### config.mk
export PLATFORM = sky130hd
export DESIGN_NAME = dmem_arbiter
export DESIGN_NICKNAME = d
export VERILOG_FILES = /design/src/rtl/dmem_arbiter.sv
export SDC_FILE = /design/constraint.sdc
export NUM_CORES = 1
export LEC_CHECK = 0
export CORE_AREA = 2 2 115 117
export DETAILED_ROUTE_END_ITERATION = 16
export DIE_AREA = 0 0 117 119
export HOLD_SLACK_MARGIN = 0.12
export SYNTH_ARGS = -nofsm -noshare
export SYNTH_HDL_FRONTEND = slang
export SYNTH_SLANG_ARGS = --single-unit
### constraint.sdc
create_clock -name clock -period 2.15 [get_ports clock]
set_clock_uncertainty 0.1 [all_clocks]
set_input_delay 0.3225 -clock clock [delete_from_list [all_inputs] [get_ports clock]]
set_output_delay 0.3225 -clock clock [all_outputs]
set_load 0.03 [all_outputs]
### src/rtl/dmem_arbiter.sv
// dmem_arbiter: shares the single data-memory port between the pipeline MEM
// stage (priority requester) and a secondary DMA master (loader/debug).
// A starvation counter forces a one-cycle DMA slot that stalls the pipeline.
module dmem_arbiter #(
    parameter int unsigned DATA_W       = 32,
    parameter int unsigned ADDR_W       = 32,
    parameter int unsigned STARVE_LIMIT = 4
) (
    input  logic              clock,
    input  logic              reset_n,
    input  logic              core_memread,
    input  logic              core_memwrite,
    input  logic [ADDR_W-1:0] core_addr,
    input  logic [DATA_W-1:0] core_wdata,
    output logic [DATA_W-1:0] core_rdata,
    output logic              core_stall,
    input  logic              dma_req,
    input  logic              dma_we,
    input  logic [ADDR_W-1:0] dma_addr,
    input  logic [DATA_W-1:0] dma_wdata,
    output logic              dma_gnt,
    output logic [DATA_W-1:0] dma_rdata,
    output logic              dma_rvalid,
    output logic              mem_memwrite,
    output logic              mem_memread,
    output logic [ADDR_W-1:0] mem_address,
    output logic [DATA_W-1:0] mem_write_data,
    input  logic [DATA_W-1:0] mem_read_data
);

    typedef enum logic {
        OWN_CORE  = 1'b0,
        FORCE_DMA = 1'b1
    } state_t;

    localparam logic [3:0] LAST_DENY = 4'(STARVE_LIMIT - 1);

    state_t     state, state_next;
    logic [3:0] starve_cnt;
    logic       core_active;

    assign core_active = core_memread | core_memwrite;
    assign core_rdata  = mem_read_data;

    // State register
    always_ff @(posedge clock or negedge reset_n) begin
        if (!reset_n) begin
            state <= OWN_CORE;
        end else begin
            state <= state_next;
        end
    end

    // Next-state, memory steering and grant/stall; strobes gated while in reset
    always_comb begin
        state_next     = OWN_CORE;
        core_stall     = 1'b0;
        dma_gnt        = 1'b0;
        mem_memread    = 1'b0;
        mem_memwrite   = 1'b0;
        mem_address    = core_addr;
        mem_write_data = core_wdata;
        unique case (state)
            OWN_CORE: begin
                if (core_active) begin
                    mem_memread  = core_memread;
                    mem_memwrite = core_memwrite;
                    if (dma_req && starve_cnt == LAST_DENY) begin
                        state_next = FORCE_DMA;
                    end
                end else if (dma_req) begin
                    dma_gnt        = 1'b1;
                    mem_memread    = ~dma_we;
                    mem_memwrite   = dma_we;
                    mem_address    = dma_addr;
                    mem_write_data = dma_wdata;
                end
            end
            FORCE_DMA: begin
                core_stall     = 1'b1;
                dma_gnt        = dma_req;
                mem_memread    = dma_req & ~dma_we;
                mem_memwrite   = dma_req & dma_we;
                mem_address    = dma_addr;
                mem_write_data = dma_wdata;
            end
            default: ;
        endcase
        if (!reset_n) begin
            core_stall   = 1'b0;
            dma_gnt      = 1'b0;
            mem_memread  = 1'b0;
            mem_memwrite = 1'b0;
        end
    end

    // Count consecutive denied DMA cycles; any grant or dropped request restarts it
    always_ff @(posedge clock or negedge reset_n) begin
        if (!reset_n) begin
            starve_cnt <= '0;
        end else if (dma_req && !dma_gnt) begin
            starve_cnt <= starve_cnt + 4'd1;
        end else begin
            starve_cnt <= '0;
        end
    end

    // Capture DMA read data at the edge ending a granted read
    always_ff @(posedge clock or negedge reset_n) begin
        if (!reset_n) begin
            dma_rdata  <= '0;
            dma_rvalid <= 1'b0;
        end else begin
            dma_rvalid <= dma_gnt & ~dma_we;
            if (dma_gnt && !dma_we) begin
                dma_rdata <= mem_read_data;
            end
        end
    end

endmodule
---- Word-level counts from Yosys, hierarchy flattened ----
Index checks and enable logic that the tools add are counted.
storage, ports and cells
  bits in registers ....................... 38
  bits of input ports ..................... 166
operators by class
  add/subtract/negate cells ............... 1
  equality and inequality tests ........... 1
  muxes and demuxes ....................... 24
  bitwise gates (word level) .............. 6
  reduce and logical (&&, ||, !) cells .... 5
operators by type and width
  operator                                                               count
  32-bit 2-to-1 mux                                                      4
  32-bit one-hot mux with 2 select lines                                 2
  1-bit 2-to-1 mux                                                       14
  1-bit one-hot mux with 2 select lines                                  3
  4-bit by 1-bit adder with 4-bit output, second input constant          1
  4-bit by 2-bit equality test with 1-bit output, second input constant  1
  4-bit 2-to-1 mux                                                       1
  1-bit AND                                                              3
  1-bit logical AND                                                      3
  1-bit zero test                                                        2
  1-bit NOT                                                              2
  1-bit OR                                                               1

---- Depth between registers and ports, before layout ----
  depth after elaboration ................. 7
  depth in mapped cells ................... 4
  mapped depth without buffers ............ 3

---- Worst setup path after synthesis ----
No wires, ideal clock.
  path type ............................... reg-to-output
  start ................................... register state
  end ..................................... output mem_address[0]
  arrival time ............................ 1355 ps
  path slack .............................. 372 ps
  stages on the path, launching flop included .. 4
  path buffers ............................ 1
  cell sequence ........................... dfrtp_1 a21oi_2 buf_2 mux2_2
on the way
  word-level cells in the longest chain between the ends .. 2
ends and longest elaborated chain
  element                                     RTL line  RTL
  start: declaration                          38        state_t state, state_next;
  start signal: assignment                    50        state <= state_next;
  1-bit NOT                                   --
  32-bit one-hot mux with 2 select lines (*)  63        unique case (state)
  end: declaration                            26        output logic [ADDR_W-1:0] mem_address,
Mark *: on every way between the ends. The rest lies on a longest branch, timed or not.

---- Worst setup path in the final report ----
  start ................................... register state
  end ..................................... output mem_write_data[31]
on the way
  word-level cells in the longest chain between the ends .. 2
ends and longest elaborated chain
  element                                     RTL line  RTL
  1-bit NOT                                   --
  32-bit one-hot mux with 2 select lines (*)  63
  end: declaration                            27        output logic [DATA_W-1:0] mem_write_data,
Marked as above.

==> out/qor.yml <==
pwr:
  p_int_uw: 2500
  p_leak_uw: 0.00289
  switchingPower_uw: 1360
  powerDensity_nw_per_um2: 606
  p_comb_share_pct: 53.4
  p_seq_share_pct: 24.7
  switching_share_pct: 35.2
  max-vdd-ir-drop_mv: 0.467
  p_clk_share_pct: 21.9
  power.total_uw: 3860
place:
  hpwlAfterDp_um: 9920
  place.gp.congestion: 0.769
  place_area_um2: 5450
  dp_slack_ps: -597
  placement.io_buffers: 298
synthesis:
  synth_seq_cells: 38
  syn_area_um2: 2510
  synth_largest_area_cell: "mux2_2"
  syn_nets: 368
  avgSynthCellArea_um2: 12.5
  synth_cell_types: 21
  yosysWarnings: 0
  seq_area_frac_synth_pct: 37.9
  synth.area.top_cells: "mux2_2 (43%), dfrtp_1 (38%), buf_4 (9.6%), buf_6 (1.3%), buf_2 (1.2%)"
  synthCells: 201
  synth_top_area_share_pct: 42.7
setup_path:
  worstSetupPathType: "reg -> out"
  worstPathRequired_ps: 1730
  critPathBufInv: 5
  worst_setup_path_start_kind: "flip-flop"
  path_cells: "a21oi_4 > buf_6 > buf_12 > buf_16 > buf_12 > mux2_4 > buf_6"
  cp_data_arrival_time_ps: 1760
  ff2ff_setup_slack_ps: 280
  crit_fanout: 4
  crit_family: "buffers and inverters"
  crit_slowest_cell: "dfrtp_1"
  endpoint_kind: "output pin"
  critPathMaxStageDelay_ps: 400
floorplanning:
  core_um2: 12900
  initial_core_util_pct: 19.5
  fp-row-count: 42
  pin_count: 299
  die_w_um: 117
  die_area_um2: 13900
  chipHeight_um: 119
finish:
  layout_common_cells: "clkdlybuf4s50_1 (226), buf_6 (68), mux2_4 (63)"
  nFillCells: 1161
  fin_area_um2: 6370
  antenna_cells: 0
  ff_latch_area_um2: 951
  mostFrequentLayoutCell: "clkdlybuf4s50_1"
  finalNetCount: 666
  area_growth_pct: 154
  multi_input_area_um2: 1490
  drive_gt1_share_pct: 41.8
grt:
  overflow: 0
  grt_pass1_vias: 3166
  grt_start_max_net_pins: 39
  grt_pass1_wl_um: 18600
  grt_usage_pct: 18.0
  antenna_found_initial: 1
timing:
  min_period_over_period_pct: 101
  max_freq_ghz: 0.459
  rsz0062_at_grt: "yes"
  finalSetupViolCount: 12
  layout_min_cycle_time_ps: 2180
  hold_violations: 0
  maxSlewHeadroom_pct: 71.8
  fin_ws_ps: -27.6
  worst_pin_slew_ps: 418
  slew_violations: 0
clocking:
  clk_pin_slew_ps: 60
  cts_tree: "done"
  root_buffer: "clkbuf_16"
  cts.sinks: 38
  clk_latency_ps: 280
  clock_path_buffers: 2
  cts_buffers: 5
  htreeDepth: 2
route:
  drt_drc_violations_left: 0
  drtIter0Drc: 98
  drt-total-wl_um: 13600
  drt_first_pass_iters: 4
  final_antenna_net_count: 0
  wire_per_inst_um: 20.2
  vias: 2817
  routed_via_density: 4.17
run_status:
  violations: "negative setup slack"
  outcome: "finished with violations"
job:
  drv_cap: 0
hold_path:
  hold_path.class: "reg -> reg"
-- path summary, 6_finish.rpt --
check,start,to,cells past startpoint
worst max-delay path,state,mem_write_data[31],7
max in group asynchronous,reset_n,dma_rdata[27],4
worst max register to register,state,dma_rdata[12],6
min in group asynchronous,reset_n,state,4
worst min-delay path,starve_cnt[3],state,1
worst min register to register,starve_cnt[3],state,1
-- stage by stage --
stage,TNS [ps],hold WS (ps),util (%),std cells
after global placement,-31970,340,42.4,647
final,-187,352,49.5,676
after global routing,-1360,377,49.5,676
after detailed placement,-32860,344,42.4,647
after CTS,-2480,356,48.8,678
after floorplan,0,-73.1,-,201
-- cell type report --
class / instances / area share, %
Clock buffer: 5 / 1.96
Tap cell: 176 / 3.46
Inverter: 3 / 0.177
Timing Repair Buffer: 332 / 55.4
Multi-Input combinational cell: 119 / 23.3
Clock inverter: 3 / 0.707
Sequential cell: 38 / 14.9
-- state kept, by name (all words and copies together) (netlist names) --
register / flops
dma_rdata: 32
dma_rvalid: 1
state: 1
starve_cnt: 4
-- kinds of logic (layout without fill, tap and decap cells) --
| group | after synthesis | after routing | share of synthesized area [%] |
|---|---|---|---|
| and+or+nand+nor | 15 | 15 | 3.94 |
| AOI/OAI and AO/OA | 6 | 6 | 1.55 |
| adders and majority gates | 1 | 1 | 0.499 |
| xor gates and xnor gates | 1 | 1 | 0.350 |
| DFF | 38 | 38 | 37.9 |
| muxes | 96 | 96 | 43.1 |
| buffers and inverters | 44 | 343 | 12.6 |
-- cell usage after synthesis --
library cell / number
and2_1: 1
mux2_1: 1
buf_4: 32
buf_6: 3
nand3b_1: 1
nand2b_1: 4
nand3_1: 2
o21ai_0: 1
a21oi_1: 3
inv_1: 3
a21oi_2: 1
buf_2: 6
nor4b_1: 1
nor3_1: 1
dfrtp_1: 38
ha_1: 1
nor2_1: 4
xor2_1: 1
mux2_2: 95
nor4_4: 1
o21ba_2: 1
-- power groups by stage --
stage	combinational [uW]	sequential, uW	clock [uW]
2_1_floorplan	614	1260	0
3_3_place_gp	1840	956	0
3_5_place_dp	1840	965	0
4_1_cts	2040	956	885
5_1_grt	2150	979	915
6_report	2060	953	846
-- worst register-to-register path, cell delays in order (launching register included) --
cell     delay [ps]
dfrtp_1         390
buf_4           120
buf_4           100
o21ba_2         180
nor4_4          220
buf_4           280
mux2_2          360
-- per-layer routing --
layer | up-vias | global-route usage [%] | routed length (um)
li1 | 1273 | - | -
met1 | 1340 | 21.4 | 5490
met2 | 174 | 29.9 | 6350
met3 | 28 | 5.39 | 1310
met4 | 2 | 7.72 | 462
met5 | - | 0 | 19
-- repair_timing --
action                                  in CTS  in global routing
gates resized for setup                    337                 41
endpoints found under the setup margin      64                 64
pin swaps                                    2                  0
setup buffers                               18                  1
hold buffers                                 2                  0
hold endpoints to repair                    38                  0
gates cloned                                 4                  0
No activity file was read; power rests on OpenSTA's default activity.
